$ cat src/rtl/imem_loader.sv
// Instruction-memory loader: assembles a big-endian byte stream into 16-bit words,
// writes them to consecutive addresses, zero-fills the rest of the memory and then releases the CPU.
module imem_loader #(
    parameter int DEPTH         = 16,
    parameter bit HOLD_AT_RESET = 1'b0
) (
    input  logic        clk,
    input  logic        rst,
    input  logic        start,
    input  logic [4:0]  prog_len,
    input  logic [7:0]  byte_in,
    input  logic        byte_valid,
    output logic        byte_ready,
    output logic        mem_we,
    output logic [3:0]  mem_addr,
    output logic [15:0] mem_wdata,
    output logic        cpu_hold,
    output logic        busy,
    output logic        done,
    output logic        err
);
    // state  | meaning
    // IDLE   | waiting for start; start with a bad prog_len only raises err
    // GET_HI | waiting for the high byte of the current word
    // GET_LO | waiting for the low byte of the current word
    // WRITE  | single write strobe for the assembled word
    // FILL   | zero-filling the addresses after the program, one per cycle
    // DONE   | one-cycle completion pulse, CPU released
    typedef enum logic [2:0] {IDLE, GET_HI, GET_LO, WRITE, FILL, DONE} state_t;

    localparam logic [4:0] MAX_LEN   = 5'(DEPTH);
    localparam logic [3:0] LAST_ADDR = 4'(DEPTH - 1);

    state_t     state;
    logic [4:0] len;
    logic [3:0] count;
    logic [7:0] hi_byte;

    // Outputs are driven for the state being entered, so every output is a flop.
    always_ff @(posedge clk or posedge rst) begin
        if (rst) begin
            state      <= IDLE;
            len        <= '0;
            count      <= '0;
            hi_byte    <= '0;
            byte_ready <= 1'b0;
            mem_we     <= 1'b0;
            mem_addr   <= '0;
            mem_wdata  <= '0;
            cpu_hold   <= HOLD_AT_RESET;
            busy       <= 1'b0;
            done       <= 1'b0;
            err        <= 1'b0;
        end else begin
            done <= 1'b0;
            case (state)
                IDLE: begin
                    if (start) begin
                        if (prog_len == 5'd0 || prog_len > MAX_LEN) begin
                            err <= 1'b1;
                        end else begin
                            len        <= prog_len;
                            err        <= 1'b0;
                            count      <= '0;
                            cpu_hold   <= 1'b1;
                            busy       <= 1'b1;
                            byte_ready <= 1'b1;
                            state      <= GET_HI;
                        end
                    end
                end
                GET_HI: begin
                    if (byte_valid) begin
                        hi_byte <= byte_in;
                        state   <= GET_LO;
                    end
                end
                GET_LO: begin
                    if (byte_valid) begin
                        byte_ready <= 1'b0;
                        mem_we     <= 1'b1;
                        mem_addr   <= count;
                        mem_wdata  <= {hi_byte, byte_in};
                        state      <= WRITE;
                    end
                end
                WRITE: begin
                    if ({1'b0, count} == len - 5'd1) begin
                        if (len < MAX_LEN) begin
                            // strobe stays high straight into the zero fill
                            count     <= count + 4'd1;
                            mem_addr  <= count + 4'd1;
                            mem_wdata <= '0;
                            state     <= FILL;
                        end else begin
                            mem_we   <= 1'b0;
                            done     <= 1'b1;
                            cpu_hold <= 1'b0;
                            state    <= DONE;
                        end
                    end else begin
                        mem_we     <= 1'b0;
                        count      <= count + 4'd1;
                        byte_ready <= 1'b1;
                        state      <= GET_HI;
                    end
                end
                FILL: begin
                    if (count == LAST_ADDR) begin
                        mem_we   <= 1'b0;
                        done     <= 1'b1;
                        cpu_hold <= 1'b0;
                        state    <= DONE;
                    end else begin
                        count    <= count + 4'd1;
                        mem_addr <= count + 4'd1;
                    end
                end
                DONE: begin
                    busy  <= 1'b0;
                    state <= IDLE;
                end
                default: state <= IDLE;
            endcase
        end
    end
endmodule

$ cat config.mk
export PLATFORM = sky130hd
export DESIGN_NAME = imem_loader
export DESIGN_NICKNAME = d
export VERILOG_FILES = /design/src/rtl/imem_loader.sv
export SDC_FILE = /design/constraint.sdc
export NUM_CORES = 1
export LEC_CHECK = 0
export BUFFER_PORTS_ARGS = -buffer_cell sky130_fd_sc_hd__buf_2
export CAP_MARGIN = 25
export CORE_MARGIN = 2
export CORE_UTILIZATION = 31
export CTS_BUF_LIST = sky130_fd_sc_hd__clkbuf_4
export DETAILED_ROUTE_END_ITERATION = 8
export GPL_TIMING_DRIVEN = 0
export HOLD_SLACK_MARGIN = 0.1
export PLACE_DENSITY = 0.52
export SETUP_SLACK_MARGIN = 0.1
export SLEW_MARGIN = 5
export SYNTH_ARGS = -nofsm -noshare
export SYNTH_HDL_FRONTEND = slang
export SYNTH_SLANG_ARGS = --single-unit
$ cat constraint.sdc
create_clock -name clk -period 2.17 [get_ports clk]
set_input_delay 0.217 -clock clk [delete_from_list [all_inputs] [get_ports clk]]
set_output_delay 0.217 -clock clk [all_outputs]
set_load 0.01 [all_outputs]
==> results of run 1 <==
[stage by stage]
step,utilization,cell area [sq um],hold slack [ns]
global route,0.406,3090,0.147
global placement,0.361,2740,0.469
detailed placement,0.363,2760,0.229
floorplan,-,2410,0.367
finish,0.406,3090,0.133
CTS,0.394,2990,0.127
[synthesized netlist by cell type (2+ instances only)]
cell and n:
dfrtp_1 46, nand2_1 31, a22oi_1 16, mux2_2 15, nor2_1 12, inv_1 11, a21oi_1 10, o21ai_0 10
o21ai_2 10, buf_2 7, xnor2_1 7, o211ai_1 4, a31oi_1 3, ha_1 3, nor3_1 3, and3_1 2
clkbuf_1 2, mux2i_1 2, nand2_2 2, nand2b_1 2, nand3_1 2, nor2b_1 2
[registers in the layout (all words and copies together) (netlist names), 3 cells and up]
register   count
count          4
mem_wdata     16
mem_addr       4
hi_byte        8
len            5
state          3
[worst paths after layout]
| path | end | slack [ns] | cells past startpoint |
|---|---|---|---|
| worst max-delay path | mem_wdata[5] | 0.16 | 9 |
| worst min-delay path | len[4] | 0.13 | 2 |
| worst max register to register | mem_wdata[5] | 0.16 | 9 |
| worst min register to register | err | 0.51 | 1 |
| max in group asynchronous | mem_addr[3] | 1.33 | 4 |
| min in group asynchronous | busy | 0.36 | 3 |
[repair_timing]
| action | in CTS | in global routing |
|---|---|---|
| hold buffers | 13 | 0 |
| gates resized for setup | 1 | 6 |
| endpoints found under the hold margin | 35 | 0 |
| gates cloned | 0 | 1 |
| setup buffers | 2 | 5 |
| endpoints found under the setup margin | 9 | 20 |
| pin swaps | 1 | 6 |
[per-layer routing]
metal	wire [um]	vias to the layer above	share of wire	GRT usage
met5	0	-	0	0
li1	-	967	-	-
met4	54	0	0.0092	0.0373
met2	2830	40	0.48	0.232
met3	267	7	0.046	0.0362
met1	2720	983	0.46	0.186
[power by group through the flow]
stage                     Combinational [mW]  Sequential, mW  Clock (mW)
after floorplan                         1.30            1.57           0
after global placement                  1.84            1.52           0
after detailed placement                1.89            1.53           0
after CTS                               1.92            1.51       0.569
after global routing                    2.34            1.57       0.598
final                                   2.09            1.52       0.550
[area by class of cell]
type                    count  area (sq um)  area share
multi-input cells         162          1170       0.379
flip-flops and latches     46          1150       0.373
repair buffers             64           442       0.143
well taps                 102           128      0.0413
plain buffers              11          73.8      0.0239
clock buffers               6          45.0      0.0146
inverters                  11          41.3      0.0134
clock inverters             2          37.5      0.0122
[cells by family (layout without fill, tap and decap cells)]
group | Yosys count | in the layout
AND/OR/NAND/NOR | 68 | 68
adder cells (fa/ha/maj) | 3 | 3
XOR/XNOR | 8 | 8
flip-flops | 46 | 46
buffers and inverters | 22 | 94
AO/OA/AOI/OAI | 64 | 64
multiplexers | 19 | 19
==> reports/metrics.cfg, run 1 <==
[logic_synthesis]
synth_compound_area_frac=0.192
syn-num-nets=250
postSynthAreaPerCell_sq_um=10.5
synthDominantCellAreaShare=0.478
synth_xor_area_frac=0.0291
synth_cells=230
synth_top_family_by_area=compound AO/OA/AOI/OAI gates
synth.area.mux_share=0.0894
synth_edf_count=0
synthTopCellsByArea=dfrtp_1 (48%), mux2_2 (7.0%), a22oi_1 (5.0%)
synth_adder_area_share=0.0156
ys_seq_area_frac=0.478
synth_ff_type=dfrtp_1
syn_area_sq_mm=0.00241
ys_ff_latch=46
async_flop_share=1.00
synthSimpleGateAreaFrac=0.148
ys_warn_count=0
ys_types=50
synth_top_area_cell=dfrtp_1

[finish]
final_common_cell=buf_2
synthToLayoutAreaGrowth_pct=28.4
drive_gt1_frac=0.371
instances_no_fill=404
final_cell_mix=buf_2 (49), dfrtp_1 (46), nand2_1 (30)
antennaDiodeCount=0
fin_nets=321
nFillCells=808

[pwr]
internal-power_mw=2.47
power_density_mw_per_mm2=1350
p_sw_frac=0.407
power_mw=4.16
share_comb_of_total_power=0.503
seq_power_share=0.364
p_leak_nw=1.40
vdd_drop_max_v=0.000580
clkPwrFrac=0.132
power.switching_mw=1.69

[worst_setup_path]
worstSetupPathType=reg2reg
cp_max_fo=5
critical_path.max_stage_delay_ns=0.42
cp.required_ns=2.44
critical_path_arrival_ns=2.28
critical_path.top_delay_family=buffers and inverters
crit_chain=inv_1, ha_4, xnor2_2, a211oi_2, buf_4, nand4b_4, nor2_4, clkbuf_16, o21ai_2
cp-startpoint=len[1]
end_kind=flip-flop
critPathSlowestCell=dfrtp_1
worst-path-buf-inv=3
regToRegStartpoint=len[1]
critPathLaunchType=flip-flop

[sta]
tns_ns=0
clock_skew_ns=0.00383
rsz0062_at_grt=false
tightest_slew_ns=0.523
finalWorstSetupSlack_ns=0.159
finalSetupViolCount=0
post-route-period-util=0.927
timing.fmax_mhz=497
slew-limit-headroom=0.652
finalHoldViolCount=0
finalCriticalPeriod_ns=2.01
slew_viol_final=0

[floorplan]
rows=32
die_h_um=92.1
core-area_sq_mm=0.00761
io_pins=43
start_util=0.316
die_area_sq_mm=0.00848
die_x_um=92.1

[place]
place_hpwl_um=4020
place_inst=375
portBuffers=42
place_ws_ns=0.107
gp_congestion=0.785

[grt]
grt_max_degree=31
grt_antenna_before_repair=0
grt_first_pass_wirelength_um=9580
grt_use_total=0.141
overflow=0
grt_pass1_vias=1982

[hold_path]
hold_path.startpoint=prog_len[4]
min_path_type=in2reg

[cts]
worstSkewPairLatency_ns=0.37
tritoncts=done
cts-root-buf=clkbuf_4
clk_pin_slew_ns=0.14
h-tree-depth=2
clockBufferDepth=2
cts_made_buffers=5
cts_num_sinks=46

[routing]
ant_nets=0
drt-pass1-iter-count=4
wl_per_cell_um=14.5
via_count=1997
drt-total-wl_um=5860
drtIter0Drc=75
post_drt_via_cell_ratio=4.94
drcViolationCount=0

[outcome]
status=completed

[job]
cap_violations=0

(Power assumes the default switching activity.)
==> inputs of run 2 (changes only) <==
--- a/config.mk
+++ b/config.mk
@@ -8,12 +8,12 @@
 export BUFFER_PORTS_ARGS = -buffer_cell sky130_fd_sc_hd__buf_2
 export CAP_MARGIN = 25
 export CORE_MARGIN = 2
-export CORE_UTILIZATION = 31
+export CORE_UTILIZATION = 40
 export CTS_BUF_LIST = sky130_fd_sc_hd__clkbuf_4
 export DETAILED_ROUTE_END_ITERATION = 8
 export GPL_TIMING_DRIVEN = 0
 export HOLD_SLACK_MARGIN = 0.1
-export PLACE_DENSITY = 0.52
+export PLACE_DENSITY = 0.63
 export SETUP_SLACK_MARGIN = 0.1
 export SLEW_MARGIN = 5
 export SYNTH_ARGS = -nofsm -noshare
==> run 2 against run 1 <==
  * Hold slack better by 0.016 ns
  * Critical path depth stayed put
  * Clock power is 27% lower
  * Die area is 22% lower
  * First-iteration DRC count is 15% lower
  * Global-route usage is 3.0 points higher
  * Via count is 0.90% lower
  * Sequential power hardly changed
  * Final cell count is 6.9% lower
  * Sequential share of layout area is 0.54 points higher
  * Critical endpoint is now mem_wdata[8]
  * Largest cell class unchanged
  * Largest power group unchanged
==> reports/metrics.cfg, run 2 (synthesis results as in run 1) <==
[worst_setup_path]
r2r_slack_ns=0.17  ; was 0.16 ns
r2r_cells=9  ; unchanged
regToRegStartpoint=len[0]  ; was len[1]
crit_path_end=mem_wdata[8]  ; was mem_wdata[5]
critPathLaunchType=flip-flop  ; unchanged
cp.required_ns=2.44  ; about the same
cp_max_fo=5  ; unchanged
reg2reg_to=mem_wdata[8]  ; was mem_wdata[5]
critical_path_arrival_ns=2.27  ; was 2.28 ns
cp-startpoint=len[0]  ; was len[1]
end_kind=flip-flop  ; unchanged
worstSetupPathType=reg2reg  ; unchanged

[finish]
nFillCells=531  ; was 808
multi_input_area_sq_mm=0.00118  ; was 0.00117 sq mm
antennaDiodeCount=0  ; unchanged
fin_nets=321  ; unchanged
final_common_cell=buf_2  ; unchanged
regMostFlops=mem_wdata  ; unchanged
final_cell_mix=buf_2 (49), dfrtp_1 (46), nand2_1 (30)  ; unchanged
drive_gt1_frac=0.372  ; was 0.371
fin_util=0.521  ; was 0.406
seq_area_sq_mm=0.00115  ; unchanged
instances_no_fill=376  ; was 404
reg_top3=mem_wdata: 16 flops, hi_byte: 8 flops, len: 5 flops  ; unchanged
synthToLayoutAreaGrowth_pct=26.6  ; was 28.4%
largest_reg_flops=16  ; unchanged

[pwr]
internal-power_mw=2.38  ; was 2.47 mW
p_sw_frac=0.414  ; was 0.407
power.switching_mw=1.68  ; was 1.69 mW
p_leak_nw=1.38  ; was 1.40 nW
power_density_mw_per_mm2=1340  ; was 1350 mW/mm^2
share_comb_of_total_power=0.528  ; was 0.503
clkPwrFrac=0.098  ; was 0.132
seq_power_share=0.374  ; was 0.364
vdd_drop_max_v=0.000574  ; was 0.000580 V

[outcome]
status=completed  ; unchanged

[grt]
overflow=0  ; unchanged
grt_first_pass_wirelength_um=8720  ; was 9580 um
grt_antenna_before_repair=0  ; unchanged
grt_use_total=0.171  ; was 0.141
grt_max_degree=29  ; was 31
grt_pass1_vias=1797  ; was 1982

[routing]
drt-total-wl_um=5450  ; was 5860 um
drt-pass1-iter-count=5  ; was 4
drcViolationCount=0  ; unchanged
via_count=1979  ; was 1997
post_drt_via_cell_ratio=5.26  ; was 4.94
wl_per_cell_um=14.5  ; about the same
ant_nets=0  ; unchanged
drtIter0Drc=64  ; was 75

[sta]
whs_ns=0.149  ; was 0.133 ns
finalHoldViolCount=0  ; unchanged
slew-limit-headroom=0.667  ; was 0.652
tightest_slew_ns=0.499  ; was 0.523 ns
finalSetupViolCount=0  ; unchanged
slew_viol_final=0  ; unchanged
rsz0062_at_grt=false  ; unchanged
timing.fmax_mhz=499  ; was 497 MHz
finalCriticalPeriod_ns=2.00  ; was 2.01 ns
clock_skew_ns=0.0157  ; was 0.00383 ns
post-route-period-util=0.923  ; was 0.927
tns_ns=0  ; unchanged

[cts]
clk_pin_slew_ns=0.14  ; about the same
h-tree-depth=2  ; unchanged
cts_num_sinks=46  ; unchanged
worstSkewPairLatency_ns=0.37  ; about the same
cts_made_buffers=5  ; unchanged
cts-root-buf=clkbuf_4  ; unchanged
clockBufferDepth=2  ; unchanged
tritoncts=done  ; unchanged

[floorplan]
core-area_sq_mm=0.00585  ; was 0.00761 sq mm
die_x_um=81.6  ; was 92.1 um
start_util=0.411  ; was 0.316
die_area_sq_mm=0.00665  ; was 0.00848 sq mm
io_pins=43  ; unchanged
rows=28  ; was 32
die_h_um=81.6  ; was 92.1 um

[place]
place_inst=348  ; was 375
portBuffers=42  ; unchanged
gp_congestion=0.807  ; was 0.785
place_hpwl_um=3790  ; was 4020 um

[hold_path]
min_path_type=in2reg  ; unchanged

[job]
cap_violations=0  ; unchanged

==> run 2: metrics by stage <==
stage	power (mW)	area [sq um]	setup slack, ns
2_1_floorplan	2.87	2410	0.361
3_3_place_gp	3.34	2710	0.155
3_5_place_dp	3.40	2730	0.107
4_1_cts	3.83	2920	0.108
5_1_grt	4.41	3050	0.0548
6_report	4.07	3050	0.166
==> run 2: final cells by class <==
type,instances,area share
Multi-Input combinational cell,162,0.388
Sequential cell,46,0.378
Timing Repair Buffer,64,0.148
Tap cell,75,0.0308
Buffer,11,0.0242
Inverter,11,0.0136
Clock buffer,5,0.0123
Clock inverter,2,0.00493
==> run 2: repair_timing <==
item | CTS | global route
gates resized for setup | 1 | 7
pin swaps | 0 | 7
gates cloned | 0 | 1
hold buffers | 13 | 0
endpoints found under the setup margin | 2 | 19
setup buffers | 0 | 7
endpoints found under the hold margin | 37 | 0
==> run 2: worst min-delay path by stage <==
| stage | startpoint | to | slack [ns] | cells past startpoint |
|---|---|---|---|---|
| 6_report | prog_len[4] | len[4] | 0.15 | 2 |
| 3_5_place_dp | rst | mem_wdata[0] | 0.24 | 2 |
| 2_1_floorplan | prog_len[0] | len[0] | 0.37 | 1 |
| 4_1_cts | prog_len[4] | len[4] | 0.13 | 2 |
| 5_1_grt | prog_len[4] | len[4] | 0.15 | 2 |
| 3_3_place_gp | byte_in[4] | hi_byte[4] | 0.47 | 2 |
==> run 2: critical path, stage by stage, from the launching register on <==
cell and delay (ns):
dfrtp_1 0.44, inv_2 0.09, ha_4 0.21, xnor2_4 0.14, a211oi_2 0.21, buf_4 0.17, nand4b_4 0.14, nor2_4 0.27
clkbuf_16 0.20, o21ai_2 0.05
==> run 2: per-layer routing <==
layer | global-route usage | share of wire | up-vias
met5 | 0 | 0 | -
met4 | 0.0407 | 0.0097 | 0
met3 | 0.0407 | 0.045 | 5
met2 | 0.291 | 0.49 | 47
met1 | 0.220 | 0.45 | 960
li1 | - | - | 967
==> run 2: power by group through the flow <==
stage / logic, mW / clock network, mW / registers, mW
6_report: 2.15 / 0.400 / 1.52
5_1_grt: 2.38 / 0.458 / 1.57
4_1_cts: 1.89 / 0.425 / 1.51
3_5_place_dp: 1.87 / 0 / 1.53
3_3_place_gp: 1.82 / 0 / 1.52
2_1_floorplan: 1.30 / 0 / 1.57
